File: src/rtl/dense_layer_mac_array.sv
// Fully-connected layer engine: LANES signed MACs sweep OUTNODE/LANES neuron groups over a streamed weight port.
// Define DENSE_RELU_EN to clamp negative saturated results to zero (fused ReLU); latency is unchanged.
module dense_layer_mac_array #(
  parameter int WIDTH   = 8,
  parameter int INNODE  = 10,
  parameter int OUTNODE = 10,
  parameter int LANES   = 2,
  parameter int ACCW    = 20,
  parameter int FRAC    = 0
) (
  input  logic                       clk,
  input  logic                       reset,
  input  logic                       start,
  input  logic [WIDTH*INNODE-1:0]    in,
  input  logic [WIDTH*OUTNODE-1:0]   bias,
  input  logic [WIDTH*LANES-1:0]     w_data,
  input  logic                       w_valid,
  output logic                       w_ready,
  output logic [WIDTH*OUTNODE-1:0]   out,
  output logic                       valid,
  output logic                       busy,
  output logic                       getinput
);

  localparam int GROUPS = OUTNODE / LANES;
  localparam int IW     = (INNODE > 1) ? $clog2(INNODE) : 1;
  localparam int GW     = (GROUPS > 1) ? $clog2(GROUPS) : 1;
  localparam logic [IW-1:0] I_LAST = IW'(INNODE - 1);
  localparam logic [GW-1:0] G_LAST = GW'(GROUPS - 1);
  localparam logic signed [ACCW-1:0] SAT_MAX = ACCW'((1 << (WIDTH - 1)) - 1);
  localparam logic signed [ACCW-1:0] SAT_MIN = ~SAT_MAX;

  typedef enum logic [1:0] {IDLE, MAC, WRITE, DONE} state_t;

  state_t                    state_q, state_d;
  logic [WIDTH*INNODE-1:0]   in_q;
  logic [WIDTH*OUTNODE-1:0]  bias_q;
  logic [IW-1:0]             idx;
  logic [GW-1:0]             grp;
  logic signed [ACCW-1:0]    acc  [LANES];
  logic signed [ACCW-1:0]    prod [LANES];
  logic signed [2*WIDTH-1:0] pfull [LANES];
  logic signed [WIDTH-1:0]   x_sel;
  logic signed [WIDTH-1:0]   w_lane [LANES];

  function automatic logic signed [ACCW-1:0] bias_ext(input logic signed [WIDTH-1:0] b);
    logic signed [ACCW-1:0] e;
    e = ACCW'(b);
    return e <<< FRAC;
  endfunction

  function automatic logic [WIDTH-1:0] saturate(input logic signed [ACCW-1:0] a);
    logic signed [ACCW-1:0] r;
    r = a >>> FRAC;
    if (r > SAT_MAX)      r = SAT_MAX;
    else if (r < SAT_MIN) r = SAT_MIN;
`ifdef DENSE_RELU_EN
    if (r[ACCW-1]) r = '0;
`else
`endif
    return WIDTH'(r);
  endfunction

  // Full-width signed product per lane, then sign-extended into the accumulator width.
  always_comb begin
    x_sel = in_q[int'(idx)*WIDTH +: WIDTH];
    for (int unsigned l = 0; l < LANES; l++) begin
      w_lane[l] = w_data[l*WIDTH +: WIDTH];
      pfull[l]  = w_lane[l] * x_sel;
      prod[l]   = ACCW'(pfull[l]);
    end
  end

  always_comb begin
    state_d = state_q;
    w_ready = 1'b0;
    unique case (state_q)
      IDLE:    if (start) state_d = MAC;
      MAC: begin
        w_ready = 1'b1;
        if (w_valid && idx == I_LAST) state_d = WRITE;
      end
      WRITE:   state_d = (grp == G_LAST) ? DONE : MAC;
      DONE:    state_d = IDLE;
      default: state_d = IDLE;
    endcase
  end

  always_ff @(posedge clk or posedge reset) begin
    if (reset) state_q <= IDLE;
    else       state_q <= state_d;
  end

  always_ff @(posedge clk or posedge reset) begin
    if (reset) begin
      in_q     <= '0;
      bias_q   <= '0;
      idx      <= '0;
      grp      <= '0;
      out      <= '0;
      valid    <= 1'b0;
      busy     <= 1'b0;
      getinput <= 1'b0;
      for (int unsigned l = 0; l < LANES; l++) acc[l] <= '0;
    end else begin
      valid    <= 1'b0;
      getinput <= 1'b0;
      busy     <= (state_d != IDLE);
      unique case (state_q)
        IDLE: begin
          if (start) begin
            in_q     <= in;
            bias_q   <= bias;
            idx      <= '0;
            grp      <= '0;
            getinput <= 1'b1;
            for (int unsigned l = 0; l < LANES; l++)
              acc[l] <= bias_ext(bias[l*WIDTH +: WIDTH]);
          end
        end
        MAC: begin
          if (w_valid) begin
            for (int unsigned l = 0; l < LANES; l++) acc[l] <= acc[l] + prod[l];
            idx <= (idx == I_LAST) ? '0 : idx + 1'b1;
          end
        end
        WRITE: begin
          for (int unsigned l = 0; l < LANES; l++)
            out[(int'(grp)*LANES + l)*WIDTH +: WIDTH] <= saturate(acc[l]);
          if (grp == G_LAST) begin
            valid <= 1'b1;
          end else begin
            grp <= grp + 1'b1;
            idx <= '0;
            // Reload from the captured bias, since the source may have changed it after getinput.
            for (int unsigned l = 0; l < LANES; l++)
              acc[l] <= bias_ext(bias_q[((int'(grp) + 1)*LANES + l)*WIDTH +: WIDTH]);
          end
        end
        DONE: ;
        default: ;
      endcase
    end
  end

endmodule

File: config.mk
export PLATFORM = sky130hd
export DESIGN_NAME = dense_layer_mac_array
export DESIGN_NICKNAME = d
export VERILOG_FILES = /design/src/rtl/dense_layer_mac_array.sv
export SDC_FILE = /design/constraint.sdc
export NUM_CORES = 1
export LEC_CHECK = 0
export ABC_AREA = 1
export CORE_ASPECT_RATIO = 1.4
export CORE_MARGIN = 1
export CORE_UTILIZATION = 57
export CTS_BUF_LIST = sky130_fd_sc_hd__clkbuf_8 sky130_fd_sc_hd__clkbuf_16
export CTS_CLUSTER_DIAMETER = 100
export CTS_CLUSTER_SIZE = 12
export DETAILED_ROUTE_END_ITERATION = 12
export MAX_ROUTING_LAYER = met4
export PLACE_DENSITY = 0.82
export RECOVER_POWER = 25
export SLEW_MARGIN = 0
export SYNTH_ARGS = -nofsm -noshare
export SYNTH_HDL_FRONTEND = slang
export SYNTH_SLANG_ARGS = --single-unit
File: constraint.sdc
create_clock -name clk -period 12.55 [get_ports clk]
set_input_delay 2.51 -clock clk [delete_from_list [all_inputs] [get_ports clk]]
set_output_delay 2.51 -clock clk [all_outputs]
set_load 0.01 [all_outputs]
Word level (Yosys, flattened, before mapping)
Cells that the tools add are included.
{ "totals": {"reg_bits": 292, "input_bits": 180} }
{ "op_classes": {"n_addsub": 9, "shifts": 7, "n_reduce_logical": 8, "n_mux": 29, "magnitude_cmp": 4, "mul": 2, "eq_ne": 8} }
{ "ops": {"columns": ["operator", "count"], "rows": [
  ["$bwmux 80", 2],
  ["$shift 8x34->80 const A", 2],
  ["$shiftx 8x34->80", 2],
  ["$mux 40", 3],
  ["$pmux 40 s3", 1],
  ["$shiftx 80x10->8", 1],
  ["$shiftx 80x33->8", 1],
  ["$shiftx 80x8->8", 1],
  ["$mux 8", 6],
  ["$add 20x16->20", 2],
  ["$gt 20x8->1 const B", 2],
  ["$lt 20x8->1 const B", 2],
  ["$neg 7->34", 1],
  ["$neg 8->34", 1],
  ["$mul 8x8->16", 2],
  ["$mux 4", 4],
  ["$pmux 4 s3", 1],
  ["$pmux 2 s4", 1],
  ["$add 5x1->6 const B", 1],
  ["$mux 2", 3],
  ["$mux 3", 2],
  ["$ne 2x2->1 const B", 3],
  ["$pmux 3 s2", 1],
  ["$add 4x1->5 const B", 1],
  ["other kinds (15)", 21]
]} }

Longest topological paths before layout
Gate-level depths: netlist of run 1.
{ "depth": {"ltp_word": 7, "depth_mapped": 32} }

Worst setup path before layout of run 1
Ideal clock, no wire load.
{ "synth_path": {"path_kind": "input to register", "startpoint": "input port w_data[15]", "endpoint": "register acc[12] (netlist bit)", "setup_slack_ps": 5347, "arrival_ps": 7080, "required_time_ps": 12426, "setup_ps": 124, "path_stages": 17, "path_cell_list": "inv_1 nor2_1 fa_1 fa_1 fa_1 fa_1 ha_1 ha_1 a21oi_1 nor2_1 nor2_1 nand2_1 or2_2 nand3_1 nand2_1 nand2_1 a21oi_1"} }
{ "synth_between": {"elab_chain_cells": 4} }
{ "synth_lines": {"columns": ["element", "line_no", "source"], "rows": [
  ["start: declaration", "16", "input logic [WIDTH*LANES-1:0] w_data,"],
  ["$mul 8x8->16", "69", "pfull[l] = w_lane[l] * x_sel;"],
  ["$add 20x16->20", "123", "for (int unsigned l = 0; l < LANES; l++) acc[l] <= acc[l] + prod[l];"],
  ["$mux 40", "122", "if (w_valid) begin"],
  ["$pmux 40 s3", "109", "unique case (state_q)"],
  ["end signal: indexed assignment", "118", "acc[l] <= bias_ext(bias[l*WIDTH +: WIDTH]);"],
  ["end signal: indexed assignment", "137", "acc[l] <= bias_ext(bias_q[((int'(grp) + 1)*LANES + l)*WIDTH +: WIDTH]);"],
  ["end: declaration", "40", "logic signed [ACCW-1:0] acc [LANES];"]
]} }
Every way passes these cells. The select of a mux whose other input is x is not followed.
A chain may end at the register's enable or synchronous reset.

==> results of run 1 <==
final cells by class:
| type | count | share of cell area (%) |
|---|---|---|
| clock inverter | 2 | 0.132 |
| clock buffer | 28 | 2.91 |
| inverter | 332 | 5.28 |
| tap | 456 | 2.41 |
| timing repair buffer | 276 | 11.5 |
| multi-input combinational | 1816 | 48.6 |
| antenna | 3 | 0.0317 |
| sequential | 276 | 29.2 |
through the flow:
stage / cells / instance area (sq um) / worst slack [ns] / hold WS [ns]
5_1_grt: 3189 / 23700 / 3.94 / 0.489
6_report: 3189 / 23700 / 4.94 / 0.476
4_1_cts: 3186 / 23700 / 4.96 / 0.477
2_1_floorplan: 2510 / 20100 / 2.43 / 0.444
3_5_place_dp: 3156 / 23000 / 4.39 / 0.461
3_3_place_gp: 3156 / 23000 / 4.51 / 0.459
worst min path at each step:
stage | start | endpoint | cells after the start | slack, ns
final | bias_q[38] | bias_q[38] | 2 | 0.48
after global routing | bias_q[38] | bias_q[38] | 2 | 0.49
after CTS | in_q[8] | in_q[8] | 2 | 0.48
after detailed placement | in_q[41] | in_q[41] | 2 | 0.46
after global placement | bias_q[36] | bias_q[36] | 2 | 0.46
after floorplan | bias_q[48] | bias_q[48] | 2 | 0.44
cell usage after synthesis (all sizes together) (6+ instances only):
library cell,count
or2,8
nand2,863
a22o,7
nand3,66
inv,332
mux2i,6
nor2,215
o21ai,186
dfrtp,276
buf,48
a21oi,85
ha,105
o22ai,22
fa,176
nand4,14
a22oi,6
o221ai,15
clkbuf,38
cell families after synthesis:
| group | count (synthesis) |
|---|---|
| compound gates | 337 |
| flops | 276 |
| simple gates | 1184 |
| mux | 6 |
| fa+ha+maj | 281 |
| xor+xnor | 8 |
| buf+inv | 418 |
registers in the layout (all words and copies together) (netlist names):
name and cells:
busy 1, state_q 2, idx 4, bias_q 64, in_q 80, valid 1, grp 3, acc 40
getinput 1, out 80
metal layers:
layer / track usage (%) / routed length [microns] / vias to the layer above
met1: 39.6 / 21800 / 8733
met4: 22.5 / 4360 / 0
met5: - / 0 / -
li1: - / - / 8230
met2: 61.5 / 31200 / 779
met3: 4.98 / 3830 / 231
layout by cell type, fill, tap and decap left out, types with 7 or more instances in the layout:
cell type and count:
nand2_1 857, inv_1 316, dfrtp_1 276, clkdlybuf4s50_1 262, nor2_1 210, fa_1 176, o21ai_0 166, ha_1 105
a21oi_1 84, nand3_1 66, clkbuf_16 27, o22ai_1 22, o21ai_1 20, o221ai_1 15, nand4_1 14, inv_2 14
buf_4 11, a22o_1 7
==> summary.txt, run 1 <==
Clock tree
  – # resized after CTS: 0
  – CTS tree: yes
  – Clock sink total: between 200 and 300
  – CTS root buf: clkbuf_16
  – Clk_lat worst skew: ~0.58 ns
  – Clk slew on worst S/H paths: 0.06 ns
  – H-tree levels: 1
  – TritonCTS Buffers: 27
  – Postcts setup bufs: 0
  – Cts hold-fix bufs: 0
  – Max Buffers Root-to-Sink: 3

Logic synthesis
  – Syn_nets: between 2000 and 3000
  – Post-synth EDFFs: 0
  – Synth Flop Type: dfrtp_1
  – Cells after Synth: 2510
  – Adder-cell share of the synthesized area: 24.1%
  – Synth Area in Compound Gates: 9.26%
  – Number of distinct library cells after synthesis: 45
  – Area contributors post-synth: dfrtp_1, fa_1, nand2_1, ha_1, inv_1
  – Simple-Gate Fraction of Synth Area: between 20% and 30%
  – YS warnings: 0
  – Syn avg cell area: 8.00 sq um
  – Largest family of logic cells by synthesized area: adder cells
  – Register area share after synthesis: 34.4%
  – Post-Synth XOR/XNOR Area: 0.349%
  – Yosys top cell area share: approximately a third
  – Area leader, netlist: dfrtp_1
  – Ys async rst share: 100%
  – Post-synthesis mux area share: 0.299%
  – Yosys reg bits: 276
  – Mapped Area: 20100 sq um

Place
  – Port bufs: 263
  – DPL Wire Length: approximately 47 mm
  – Placer Congestion: 0.991

Timing
  – Max Fclk: 131 MHz
  – Clock Skew: 0.0280 ns
  – Slew HR: -361%
  – Slew Viols, Final: between 150 and 200
  – Fin crit period: 7.61 ns
  – Hold Vio Cnt, Final: 0
  – Final setup viols: 0
  – Tightest Pin Transition: about 6.9 ns
  – Total negative slack: 0 ns
  – RSZ-0062 raised after global routing: no
  – Final Cycle Share: 60.6%

Drt
  – DR vias/cell: 5.64
  – Antenna Nets Post-Route: 0
  – Post-Route WL: between 60 and 70 mm
  – Total number of vias: 18000
  – Initial DRC Count: roughly 1200
  – DR DRC count: 0
  – Drt wl/cell: 19.2 microns
  – DRT Pass-1 Iters: 7

Layout
  – Total Nets Final: 3190
  – Fill cells: 2817
  – Storage cell area: 6910 sq um
  – Multi-input logic area: 11500 sq um
  – Area growth from synthesis to layout: 18.0%
  – Util after Layout: 68.1%
  – Share of layout cells above drive strength 1: 2.86%

Worst setup path
  – Critical path peak fanout: 150
  – FF-to-FF path depth: 25
  – CP top delay family: buffers and inverters
  – CP endpoint: acc[0]
  – Flop-to-flop setup slack: 5.14 ns
  – Crit path from: reset
  – Number of cells on the critical path: 2
  – Crit end category: asynchronous set/reset pin
  – Worst Path Buf+Inv: 2
  – Setup Crit Path Kind: input port to asynchronous set/reset pin
  – R2R Path Start: idx[0]
  – CP Cell Sequence: dlygate4sd3_1, clkinvlp_2
  – Worst EP required: 11.93 ns
  – Crit path DAT: 6.99 ns
  – Critical path's slowest cell: clkinvlp_2
  – Startpoint Class: input port
  – Max incr delay on CP: 3.78 ns
  – FF-to-FF End: acc[32]

Die
  – Core Rows: 81
  – Starting density of the core: 57.7%
  – Die X: 161 microns
  – Core area: 34800 sq um
  – IO Count: 264
  – Die Y: 224 microns
  – Total die area: 36000 sq um

GRT
  – Vias in the first global route: 18600
  – Total grt overflow: 0
  – Largest net degree at the start of global routing: 151
  – Antenna violations before repair: 4
  – GRT Total Usage: 36.0%
  – First-pass GRT wire length: roughly 100 mm

Status
  – Violated checks: max-capacitance violations, max-slew violations
  – Outcome: finished, violations left

Flow run
  – Max Cap Viol: 2

Min path
  – Worst Hold Class: flop to flop
Power of run 1 is not shown: default switching activity piles up to over one toggle a cycle in this logic, so the estimate is an artifact.
==> run 2, diff against run 1 <==
Settings changed: CORE_UTILIZATION 57 to 51, PLACE_DENSITY 0.82 to 0.78.
Clock period 12.55 ns to 6.94 ns, I/O delays scaled along.
==> run 2 against run 1 <==
  * The flow still finishes with violations (max-capacitance violations, max-slew violations)
  * Sequential cell count did not move
  * Cell count increased by 2.7%
  * Global-route usage down 3.4 points
  * First-iteration DRC count down 2.9%
  * Non-clock buffer count is 15 higher
  * Hold slack got worse by 0.0018 ns
  * Setup slack worse by 4.5 ns
  * Critical path type is now flop to flop
  * Highest routed layer unchanged
==> summary.txt, run 2 (synthesized netlist as in run 1, its figures left out) <==
Layout
  – Most common cell after layout, fill and taps aside: nand2_1
  – Share of layout cells above drive strength 1: 3.46% (+0.60 points)
  – Util after Layout: 61.9% (-6.2 points)
  – Most frequent cells in the layout: nand2_1, inv_1, dfrtp_1
  – Area growth from synthesis to layout: 19.1%
  – Largest registers: in_q x80, out x80, bias_q x64
  – Fill cells: 3444 (+22%)
  – Total Nets Final: 3205 (+0.47%)

Timing
  – Slew Viols, Final: 317 (+98%)
  – Tightest Pin Transition: 3.75 ns (-3.13 ns)
  – Total negative slack: 0 ns (unchanged)
  – Fin crit period: 6.51 ns
  – Slew HR: -150% (+210 points)
  – Max Fclk: 154 MHz
  – Final setup viols: 0 (unchanged)
  – WHS: 0.474 ns (-0.00178 ns)
  – Final Cycle Share: between 90% and 100%
  – Clock Skew: 0.0199 ns (-0.00813 ns)
  – Hold Vio Cnt, Final: 0 (unchanged)
  – RSZ-0062 raised after global routing: no

Status
  – Outcome: finished, violations left
  – Violated checks: max-capacitance violations, max-slew violations

Die
  – Die X: 170 microns (+5.6%)
  – IO Count: 264 (unchanged)
  – Core area: 38600 sq um (+11%)
  – Starting density of the core: 52.0% (-5.7 points)
  – Total die area: 40200 sq um (+12%)
  – Die Y: 237 microns (+5.7%)
  – Core Rows: 85 (+4.9%)

Min path
  – Worst Hold Class: flop to flop
  – HP Start: bias_q[34]

Drt
  – Total number of vias: 17700 (-1.3%)
  – Drt wl/cell: 18.7 microns (-2.5%)
  – Initial DRC Count: 1195 (-2.9%)
  – DR DRC count: 0 (unchanged)
  – DR vias/cell: 5.41 (-4.0%)
  – Antenna Nets Post-Route: 0 (unchanged)
  – DRT Pass-1 Iters: 5 (-2)
  – Post-Route WL: 61.2 mm (+0.13%)

Worst setup path
  – Worst Path Buf+Inv: 6 (+4)
  – Setup Crit Path Kind: flop to flop
  – Most frequent CP cell: nand2_1
  – Startpoint Class: flop
  – Crit path from: idx[1]
  – Worst EP required: 7.44 ns (-4.49 ns)
  – CP top delay family: adder cells
  – R2R Path Start: idx[1]
  – Critical path's slowest cell: fa_1
  – Crit path DAT: 7.01 ns (+0.02 ns)
  – Crit end category: flop
  – Critical path peak fanout: 18 (-88%)
  – Max incr delay on CP: 0.71 ns (-3.07 ns)

GRT
  – GRT Total Usage: 32.6% (-3.4 points)
  – First-pass GRT wire length: 98.2 mm (+0.59%)
  – Vias in the first global route: 18600 (-0.21%)
  – Antenna violations before repair: 7 (+3)
  – Largest net degree at the start of global routing: 167 (+11%)
  – Total grt overflow: 0 (unchanged)

Place
  – Port bufs: 263 (unchanged)
  – DPL Wire Length: 47.5 mm (+0.66%)
  – Placer Congestion: 0.967 (-2.4%)

Clock tree
  – CTS tree: yes
  – # resized after CTS: 0 (unchanged)
  – Clock sink total: 276 (unchanged)
  – Cts hold-fix bufs: 0 (unchanged)
  – Clk slew on worst S/H paths: 0.07 ns (about the same)
  – TritonCTS Buffers: 27 (unchanged)
  – Clk_lat worst skew: 0.57 ns (about the same)
  – Max Buffers Root-to-Sink: 3 (unchanged)
  – H-tree levels: 1 (unchanged)
  – CTS root buf: clkbuf_16
  – Postcts setup bufs: 0 (unchanged)

Flow run
  – Max Cap Viol: 4 (+2)
[run 2: worst register-to-register path: stages (launching register included)]
cell      delay, ns
dfrtp_1        0.58
inv_2          0.38
o21ai_0        0.19
o221ai_1       0.28
nand3_1        0.17
nand2_2        0.26
buf_4          0.22
nand2_1        0.08
fa_1           0.64
fa_1           0.71
inv_1          0.14
fa_1           0.56
inv_1          0.06
fa_1           0.53
inv_1          0.05
ha_1           0.29
ha_1           0.37
nand2_1        0.13
nor3_1         0.21
nand2_1        0.08
nand2_1        0.09
inv_1          0.05
nand2_1        0.05
nand3_1        0.06
nand2_1        0.07
nand2_1        0.07
a21oi_1        0.13
[run 2: layer usage]
metal | track usage [%] | share of wire (%) | vias to the layer above
met4 | 16.4 | 5.5 | 0
met2 | 55.8 | 52 | 651
li1 | - | - | 8284
met1 | 37.3 | 37 | 8620
met5 | - | 0 | -
met3 | 4.35 | 5.4 | 179
[run 2: path summary, 6_finish.rpt]
kind / to / slack [ns] / depth (start not counted)
min in group asynchronous: out[48] / 1.62 / 2
max in group asynchronous: bias_q[57] / 1.00 / 3
worst max register to register: acc[39] / 0.43 / 26
worst min register to register: bias_q[34] / 0.47 / 2
worst min-delay path: bias_q[34] / 0.47 / 2
worst max-delay path: acc[39] / 0.43 / 26
[run 2: cell type report]
cell class,instances,area (sq um),share of cell area (%)
tap,522,653,2.73
timing repair buffer,291,2850,11.9
inverter,332,1250,5.22
antenna,8,20.0,0.0838
sequential,276,6910,28.9
clock buffer,27,676,2.83
multi-input combinational,1816,11500,48.2
clock inverter,4,40.0,0.168
[run 2: per-stage QoR]
step                instance area [sq um]  std cells  setup slack (ns)
global placement                    23200       3237             0.447
floorplan                           20100       2510             0.859
CTS                                 23900       3268             0.462
global route                        23900       3275            0.0566
detailed placement                  23200       3237             0.376
finish                              23900       3276             0.427
Power of run 2 is left out for the same reason.
==> run 3, diff against run 2 <==
Settings changed: CELL_PAD_IN_SITES_DETAIL_PLACEMENT from default to 1, CELL_PAD_IN_SITES_GLOBAL_PLACEMENT from default to 2, CORE_ASPECT_RATIO 1.4 to 2, CORE_UTILIZATION 51 to 30, PLACE_DENSITY 0.78 to default, PLACE_DENSITY_LB_ADDON from default to 0.1.
==> run 3 against run 2 <==
  * The flow still finishes with violations (max-capacitance violations, max-slew violations)
  * First-iteration DRC count is 42% lower
  * Cell area is 6.4% higher
  * Utilization is 23 points lower
  * Wire length is 33% higher
  * Clock-buffer cell count is 1 higher
  * Via count is 1.6% higher
  * Register-to-register slack better by 0.15 ns
  * Sequential cell count stayed put
  * Highest routed layer unchanged
==> summary.txt, run 3 (synthesized netlist as in run 1, its figures left out) <==
Worst setup path
  – Most frequent CP cell: nand2_1
  – Setup Crit Path Kind: flop to flop
  – R2R Path Start: idx[0]
  – Crit path DAT: 6.87 ns (-0.14 ns)
  – Crit path from: idx[0]
  – Max incr delay on CP: 0.51 ns (-0.20 ns)
  – Startpoint Class: flop
  – Worst Path Buf+Inv: 5 (-1)
  – Critical path's slowest cell: fa_1
  – Critical path peak fanout: 26 (+8)
  – Crit end category: flop
  – CP top delay family: adder cells
  – Worst EP required: 7.45 ns (about the same)

Timing
  – Final Cycle Share: 91.7% (-2.1 points)
  – Max Fclk: 157 MHz (+2.3%)
  – WHS: 0.479 ns (+0.00506 ns)
  – Tightest Pin Transition: 2.44 ns (-1.30 ns)
  – RSZ-0062 raised after global routing: no
  – Fin crit period: 6.37 ns (-0.147 ns)
  – Slew Viols, Final: 189 (-40%)
  – Slew HR: -63.0% (+87 points)
  – Total negative slack: 0 ns (unchanged)
  – Clock Skew: 0.0324 ns (+0.0125 ns)
  – Hold Vio Cnt, Final: 0 (unchanged)
  – Final setup viols: 0 (unchanged)

Layout
  – Fill cells: 8016 (+130%)
  – Storage cell area: 6910 sq um (about the same)
  – Most frequent cells in the layout: nand2_1, inv_1, dfrtp_1
  – Util after Layout: 38.6% (-23 points)
  – Cell Count, Final, Fillers Out: 3753 (+15%)
  – Area growth from synthesis to layout: 26.6%
  – Total Nets Final: 3325 (+3.7%)
  – Multi-input logic area: 11500 sq um (about the same)
  – Share of layout cells above drive strength 1: 7.53% (+4.1 points)
  – Largest registers: in_q x80, out x80, bias_q x64
  – Most common cell after layout, fill and taps aside: nand2_1

GRT
  – Largest net degree at the start of global routing: 144 (-14%)
  – Vias in the first global route: 20500 (+11%)
  – Antenna violations before repair: 8 (+1)
  – First-pass GRT wire length: 125 mm (+28%)
  – GRT Total Usage: 25.5% (-7.1 points)
  – Grt met1 use: 25.7% (-12 points)
  – Total grt overflow: 0 (unchanged)
  – GR peak layer: met2
  – GR Util met2: 49.3% (-6.5 points)
  – M3 GR Usage: 3.19% (-1.2 points)

Drt
  – DRT Pass-1 Iters: 5 (unchanged)
  – Post-Route WL: 81.6 mm (+33%)
  – Drt wl/cell: 21.7 microns (+16%)
  – Total number of vias: 18000 (+1.6%)
  – Antenna Nets Post-Route: 0 (unchanged)
  – DR DRC count: 0 (unchanged)
  – Initial DRC Count: 697 (-42%)
  – DR vias/cell: 4.80 (-11%)

Flow run
  – Max Cap Viol: 5 (+1)

Die
  – Die X: 185 microns (+9.0%)
  – Die Y: 368 microns (+55%)
  – IO Count: 264 (unchanged)
  – Core Rows: 133 (+56%)
  – Core area: 65900 sq um (+71%)
  – Total die area: 68000 sq um (+69%)
  – Starting density of the core: 30.5% (-22 points)

Clock tree
  – Clock sink total: 276 (unchanged)
  – Clk_lat worst skew: 0.60 ns (+0.03 ns)
  – Max Buffers Root-to-Sink: 3 (unchanged)
  – H-tree levels: 1 (unchanged)
  – Clk slew on worst S/H paths: 0.07 ns (about the same)
  – CTS root buf: clkbuf_16
  – CTS tree: yes
  – TritonCTS Buffers: 27 (unchanged)
  – # resized after CTS: 0 (unchanged)
  – Postcts setup bufs: 0 (unchanged)
  – Cts hold-fix bufs: 0 (unchanged)

Status
  – Outcome: finished, violations left
  – Violated checks: max-capacitance violations, max-slew violations

Place
  – Port bufs: 263 (unchanged)
  – DPL Wire Length: 66.0 mm (+39%)
  – Placer Congestion: 0.920 (-4.9%)
  – Placed insts: 3712 (+15%)

Min path
  – HP Start: bias_q[56]
  – Worst Hold Class: flop to flop
-- run 3: metrics by stage --
step | worst slack [ns] | area, sq um
5_1_grt | 0.142 | 25400
3_5_place_dp | 0.346 | 24700
2_1_floorplan | 0.859 | 20100
6_report | 0.573 | 25400
4_1_cts | 0.475 | 25400
3_3_place_gp | 0.363 | 24700
-- run 3: tightest hold or removal path: cells and delay by family, from the launching register on --
| kind | cells | cell delay (ns) |
|---|---|---|
| flip-flops | 1 | 0.34 |
| AND/OR/NAND/NOR | 2 | 0.11 |
-- run 3: path summary, 6_finish.rpt --
| check | slack [ns] | cells past startpoint | endpoint |
|---|---|---|---|
| min reg2reg | 0.48 | 2 | bias_q[56] |
| max reg2reg | 0.57 | 25 | acc[18] |
| max | 0.57 | 25 | acc[18] |
| max in group asynchronous | 2.66 | 3 | out[52] |
| min in group asynchronous | 1.67 | 2 | in_q[61] |
| min | 0.48 | 2 | bias_q[56] |
-- run 3: cell type report --
class	count	share of cell area, %
clock inverter	4	0.246
tap	877	4.32
antenna	9	0.0886
inverter	332	4.92
multi-input combinational	1816	45.3
clock buffer	28	2.71
sequential	276	27.2
timing repair buffer	411	15.2
-- run 3: routing by layer --
layer | share of wire, % | wire (microns) | vias up
met5 | 0 | 0 | -
met4 | 3.2 | 2630 | 0
met3 | 3.8 | 3060 | 105
met1 | 36 | 29400 | 9080
li1 | - | - | 8498
met2 | 57 | 46500 | 333
Power of run 3 is left out for the same reason.
